`src/rtl/cdc_hs_tx.sv`:
```
// Source side of a two-phase toggle req/ack handshake. It holds one word stable on
// xfer_data and waits for the synchronized ack toggle before it accepts the next word.
module cdc_hs_tx #(
  parameter int DATA_W  = 8,
  parameter int NUM_FFS = 2,
  parameter int CNT_W   = 8
) (
  input  logic              clk,
  input  logic              rst_n,
  input  logic              in_valid,
  output logic              in_ready,
  input  logic [DATA_W-1:0] in_data,
  output logic [DATA_W-1:0] xfer_data,
  output logic              xfer_req,
  input  logic              xfer_ack,
  output logic              busy,
  output logic              done_pulse,
  output logic [CNT_W-1:0]  last_rtt,
  output logic              proto_err
);

  typedef enum logic {S_IDLE, S_WAIT} state_e;

  state_e              state_q, state_d;
  logic [NUM_FFS-1:0]  ack_ff_q, ack_ff_d;
  logic                req_q, req_d;
  logic [DATA_W-1:0]   data_q, data_d;
  logic                busy_q, busy_d;
  logic                done_q, done_d;
  logic [CNT_W-1:0]    cnt_q, cnt_d;
  logic [CNT_W-1:0]    rtt_q, rtt_d;
  logic                err_q, err_d;
  logic                ack_sync;
  logic                ack_match;

  // Only the last synchronizer stage feeds logic; raw xfer_ack is never decoded.
  assign ack_sync  = ack_ff_q[NUM_FFS-1];
  assign ack_match = (ack_sync == req_q);

  always_comb begin
    ack_ff_d = {ack_ff_q[NUM_FFS-2:0], xfer_ack};
  end

  always_ff @(posedge clk or negedge rst_n) begin
    if (!rst_n) begin
      ack_ff_q <= '0;
      state_q  <= S_IDLE;
      req_q    <= 1'b0;
      data_q   <= '0;
      busy_q   <= 1'b0;
      done_q   <= 1'b0;
      cnt_q    <= '0;
      rtt_q    <= '0;
      err_q    <= 1'b0;
    end else begin
      ack_ff_q <= ack_ff_d;
      state_q  <= state_d;
      req_q    <= req_d;
      data_q   <= data_d;
      busy_q   <= busy_d;
      done_q   <= done_d;
      cnt_q    <= cnt_d;
      rtt_q    <= rtt_d;
      err_q    <= err_d;
    end
  end

  always_comb begin
    state_d  = state_q;
    req_d    = req_q;
    data_d   = data_q;
    busy_d   = busy_q;
    done_d   = 1'b0;
    cnt_d    = cnt_q;
    rtt_d    = rtt_q;
    err_d    = err_q;
    in_ready = 1'b0;
    case (state_q)
      S_IDLE: begin
        in_ready = ack_match;
        // An ack toggle with nothing outstanding means the far side misbehaved.
        if (!ack_match) err_d = 1'b1;
        if (in_valid && ack_match) begin
          data_d  = in_data;
          req_d   = ~req_q;
          cnt_d   = '0;
          busy_d  = 1'b1;
          state_d = S_WAIT;
        end
      end
      S_WAIT: begin
        if (cnt_q != {CNT_W{1'b1}}) cnt_d = cnt_q + CNT_W'(1);
        if (ack_match) begin
          state_d = S_IDLE;
          busy_d  = 1'b0;
          done_d  = 1'b1;
          rtt_d   = cnt_q;
        end
      end
      default: state_d = S_IDLE;
    endcase
  end

  assign xfer_data  = data_q;
  assign xfer_req   = req_q;
  assign busy       = busy_q;
  assign done_pulse = done_q;
  assign last_rtt   = rtt_q;
  assign proto_err  = err_q;

endmodule

```
`config.mk`:
```
export PLATFORM = sky130hd
export DESIGN_NAME = cdc_hs_tx
export DESIGN_NICKNAME = d
export VERILOG_FILES = /design/src/rtl/cdc_hs_tx.sv
export SDC_FILE = /design/constraint.sdc
export NUM_CORES = 1
export LEC_CHECK = 0
export ABC_AREA = 1
export CAP_MARGIN = 25
export CELL_PAD_IN_SITES_DETAIL_PLACEMENT = 0
export CELL_PAD_IN_SITES_GLOBAL_PLACEMENT = 1
export CORE_MARGIN = 3
export CORE_UTILIZATION = 38
export DETAILED_ROUTE_END_ITERATION = 12
export PLACE_DENSITY = 0.9
export SLEW_MARGIN = 5
export SYNTH_ARGS = -nofsm -noshare
export SYNTH_HDL_FRONTEND = slang
export SYNTH_SLANG_ARGS = --single-unit
```
`constraint.sdc`:
```
create_clock -name clk -period 1.8 [get_ports clk]
set_input_delay 0.27 -clock clk [delete_from_list [all_inputs] [get_ports clk]]
set_output_delay 0.27 -clock clk [all_outputs]
set_load 0.1 [all_outputs]
```
Word level (Yosys, flattened, before mapping)

Cells that the tools add are included.
W data, S select, Z words.

Add/subtract/negate cells: 1
Eq/ne operators: 5
Muxes and demuxes: 12
Reductions and logical operators: 6
Bitwise logic cells: 3

Operators with widths:

| operator              | number |
|---|---|
| $mux W8               | 2 |
| $pmux W8 S2           | 1 |
| $reduce_and A2 Y1     | 5 |
| $add A8 B1 Y8 const B | 1 |
| $ne A8 B8 Y1 const B  | 1 |
| $mux W1               | 7 |
| $ne A2 B1 Y1 const B  | 2 |
| $pmux W1 S2           | 2 |
| $not A1 Y1            | 3 |
| $ne A2 B2 Y1 const B  | 1 |
| $eq A1 B1 Y1          | 1 |
| $logic_and A1 B1 Y1   | 1 |

Output and inout bits: 21
Bits in registers: 31
Logic and storage cells: 36

Longest topological paths before layout

Depth after elaboration: 4
Depth in mapped cells: 8
Mapped depth without buffers: 8

Least setup slack after synthesis

Ideal clock, no wire load.

Path kind: register -> register
Start: reg req_q, in the netlist xfer_req
End: reg data_q[0], in the netlist xfer_data[0]
Data required time: 1.729 ns
Setup slack: -0.704 ns
Arrival time: 2.433 ns
Period minus slack after synthesis: 2.504 ns
Path buffers: 0
Cell stages (with the launch flop): 5
Cell sequence: dfrtp_1 nand2_1 a21oi_2 nand3_1 nand2_1

Cells in the longest elaborated chain, start to end: 3

RTL lines:

| element                            | line | RTL |
|---|---|---|
| from (decl)                        | 26   | `logic req_q, req_d;` |
| from (signal assigned)             | 58   | `req_q <= req_d;` |
| $eq A1 B1 Y1                       | 38   | `assign ack_match = (ack_sync == req_q);` |
| $logic_and A1 B1 Y1                | 83   | `if (in_valid && ack_match) begin` |
| $reduce_and A2 Y1 (no source line) | --   |  |
| to (signal assigned)               | 59   | `data_q <= data_d;` |
| to (decl)                          | 27   | `logic [DATA_W-1:0] data_q, data_d;` |

No other way between the ends.
A chain may end at the register's enable or synchronous reset.

Worst setup path in the final report

Start: reg req_q, in the netlist xfer_req
End: out in_ready

Cells in the longest elaborated chain, start to end: 2

RTL lines:

| element      | line | RTL |
|---|---|---|
| $eq A1 B1 Y1 | 38   |  |
| $mux W1      | 78   | `case (state_q)` |
| to (decl)    | 11   | `output logic in_ready,` |

No other way between the ends.

==> results_dict.tcl <==
set metrics [dict create \
    cts_setup_buffers 0 \
    cts_buffers 5 \
    num_antenna_cells 0 \
    holdWs_ns 0.2257 \
    grt_pass1_vias 1094 \
    syn_to_final_growth_pct 31.63 \
    routedWlPerCell_um 11.66 \
    final_nets 209 \
    worstMarginPinSlew_ns 0.4572 \
    critPathRequiredTime_ns 1.53 \
    synth.cell_area_um2 1349 \
    die_area_um2 4300 \
    avgSynthCellArea_um2 8.646 \
    final.setup.tns_ns 0 \
    grt_max_degree 17 \
    core_area_um2 3390 \
    syn_nets 169 \
    synthCells 156 \
    multiInputGateArea_um2 501.7 \
    cts_buffer_depth 2 \
    gp_congestion 0.8481 \
    die_h_um 65.58 \
    yosysUniqueCellTypes 18 \
    ys_seq_area_share_pct 57.51 \
    post-dp-hpwl_um 2186 \
    grt_util_all_layers_pct 15.01 \
    clk_latency_ns 0.32 \
    postCtsHoldBufs 0 \
    status "complete, no violations" \
    grt_pass1_wl_um 4878 \
    setup_viol 0 \
    viasPerCell 4.547 \
    tritoncts "built" \
    register_area_um2 779.5 \
    dp.cells 235 \
    finalCritPeriodShare_pct 94.12 \
    io_pins 33 \
    dr.first_iter.drc_count 60 \
    grt-ovfl-total 0 \
    drc 0 \
    crit_path_start_kind "flop" \
    via_count 1105 \
    drt_wl_total_um 2834 \
    die-width_um 65.58 \
    first_pass_iters 4 \
    slew_viol_final 0 \
    path_clk_slew_ns 0.09 \
    grt_antenna_before_repair 0 \
    ant_nets 0 \
    layout_min_cycle_time_ns 1.694 \
    drv_cap 0 \
    fmax_mhz 590.2 \
    most-common-layout-cells "nand2_1, dfrtp_1, buf_4, nand3_1" \
    ys_ff_latch 31 \
    slew_headroom_pct 69.52 \
    htreeDepth 2 \
    hp-class "in2async" \
    rsz0062_at_grt "false" \
    rows 21 \
    cp-end-kind "output port" \
    portBuffers 32 \
    fin_cells 243 \
    drive_gt1_share_pct 21.83 \
    crit_type "reg2out" \
    cts_sinks 31 \
    hold_viol 0 \
    mostFrequentLayoutCell "nand2_1" \
    cts-resized-gates 0 \
    fillCellCount 320 \
    worstPathArrival_ns 1.42 \
    clock-skew-final_ns 0.007854 \
    yosys_warnings 0 \
    initial_utilization_pct 39.79 \
    root_buffer "clkbuf_4" \
    worstPathMaxFanout 3 \
]
-- flip-flops by register name, indices dropped and copies added, names as in the netlist --
register and cells:
cnt_q 8, last_rtt 8, xfer_data 8, ack_ff_q 2, busy 1, done_pulse 1, proto_err 1, state_q 1
xfer_req 1
-- kinds of logic after synthesis --
kind of cell | Yosys count | synth area share, %
xor gates and xnor gates | 1 | 0.6495
adders and majority gates | 1 | 0.9275
DFF | 31 | 57.51
AOI/OAI and AO/OA | 11 | 4.546
and+or+nand+nor | 94 | 30.52
buffers and inverters | 18 | 5.843
-- worst max-delay path, cell delays in order (launching register included) --
cell,delay (ns)
dfrtp_4,0.52
inv_2,0.08
nand2_1,0.11
a21oi_4,0.20
buf_12,0.19
-- through the flow --
| stage | area, um2 | setup WS (ns) | utilization, % |
|---|---|---|---|
| after CTS | 1775 | 0.08742 | 52.38 |
| after detailed placement | 1725 | 0.4314 | 50.90 |
| final | 1775 | 0.1058 | 52.38 |
| after global placement | 1725 | 0.4750 | 50.90 |
| after floorplan | 1360 | 0.02910 | - |
| after global routing | 1775 | 0.03328 | 52.38 |
-- final timing paths --
| kind | end | slack, ns | depth (start not counted) | startpoint |
|---|---|---|---|---|
| setup / recovery | in_ready | 0.11 | 4 | xfer_req |
| hold / removal | xfer_req | 0.23 | 1 | rst_n |
| setup reg to reg | cnt_q[3] | 0.41 | 6 | state_q |
| hold reg to reg | ack_ff_q[1] | 0.36 | 0 | ack_ff_q[0] |
| max in group asynchronous | cnt_q[1] | 1.03 | 2 | rst_n |
| min in group clk | ack_ff_q[1] | 0.36 | 0 | ack_ff_q[0] |
-- routing by layer --
| metal | wire length, um | vias to the layer above | global-route usage [%] |
|---|---|---|---|
| met5 | 0 | - | 0 |
| met4 | 54 | 0 | 6.995 |
| met3 | 107 | 6 | 4.103 |
| met2 | 1315 | 17 | 23.89 |
| met1 | 1356 | 509 | 18.87 |
| li1 | - | 573 | - |
-- cells in the mapped netlist, drive strengths merged --
cell,n,area [um2]
xor2,1,8.760
inv,13,48.79
a21oi,1,8.760
buf,5,30.02
nand2,63,259.0
o21bai,1,7.510
ha,1,12.51
nand3,22,110.1
nand3b,1,7.510
nor2,7,28.78
nand4,1,6.260
o21ai,9,45.04
dfrtp,31,775.7
-- final cells by class --
| class | count | share of cell area (%) |
|---|---|---|
| Clock inverter | 1 | 0.2819 |
| Clock buffer | 7 | 2.537 |
| Multi-Input combinational cell | 107 | 28.26 |
| Inverter | 13 | 2.748 |
| Timing Repair Buffer | 38 | 19.03 |
| Sequential cell | 31 | 43.90 |
| Tap cell | 46 | 3.242 |
Power is left out: the tool's default activity adds up to more than one toggle a clock period on the data nets, which glitch-free logic cannot reach.
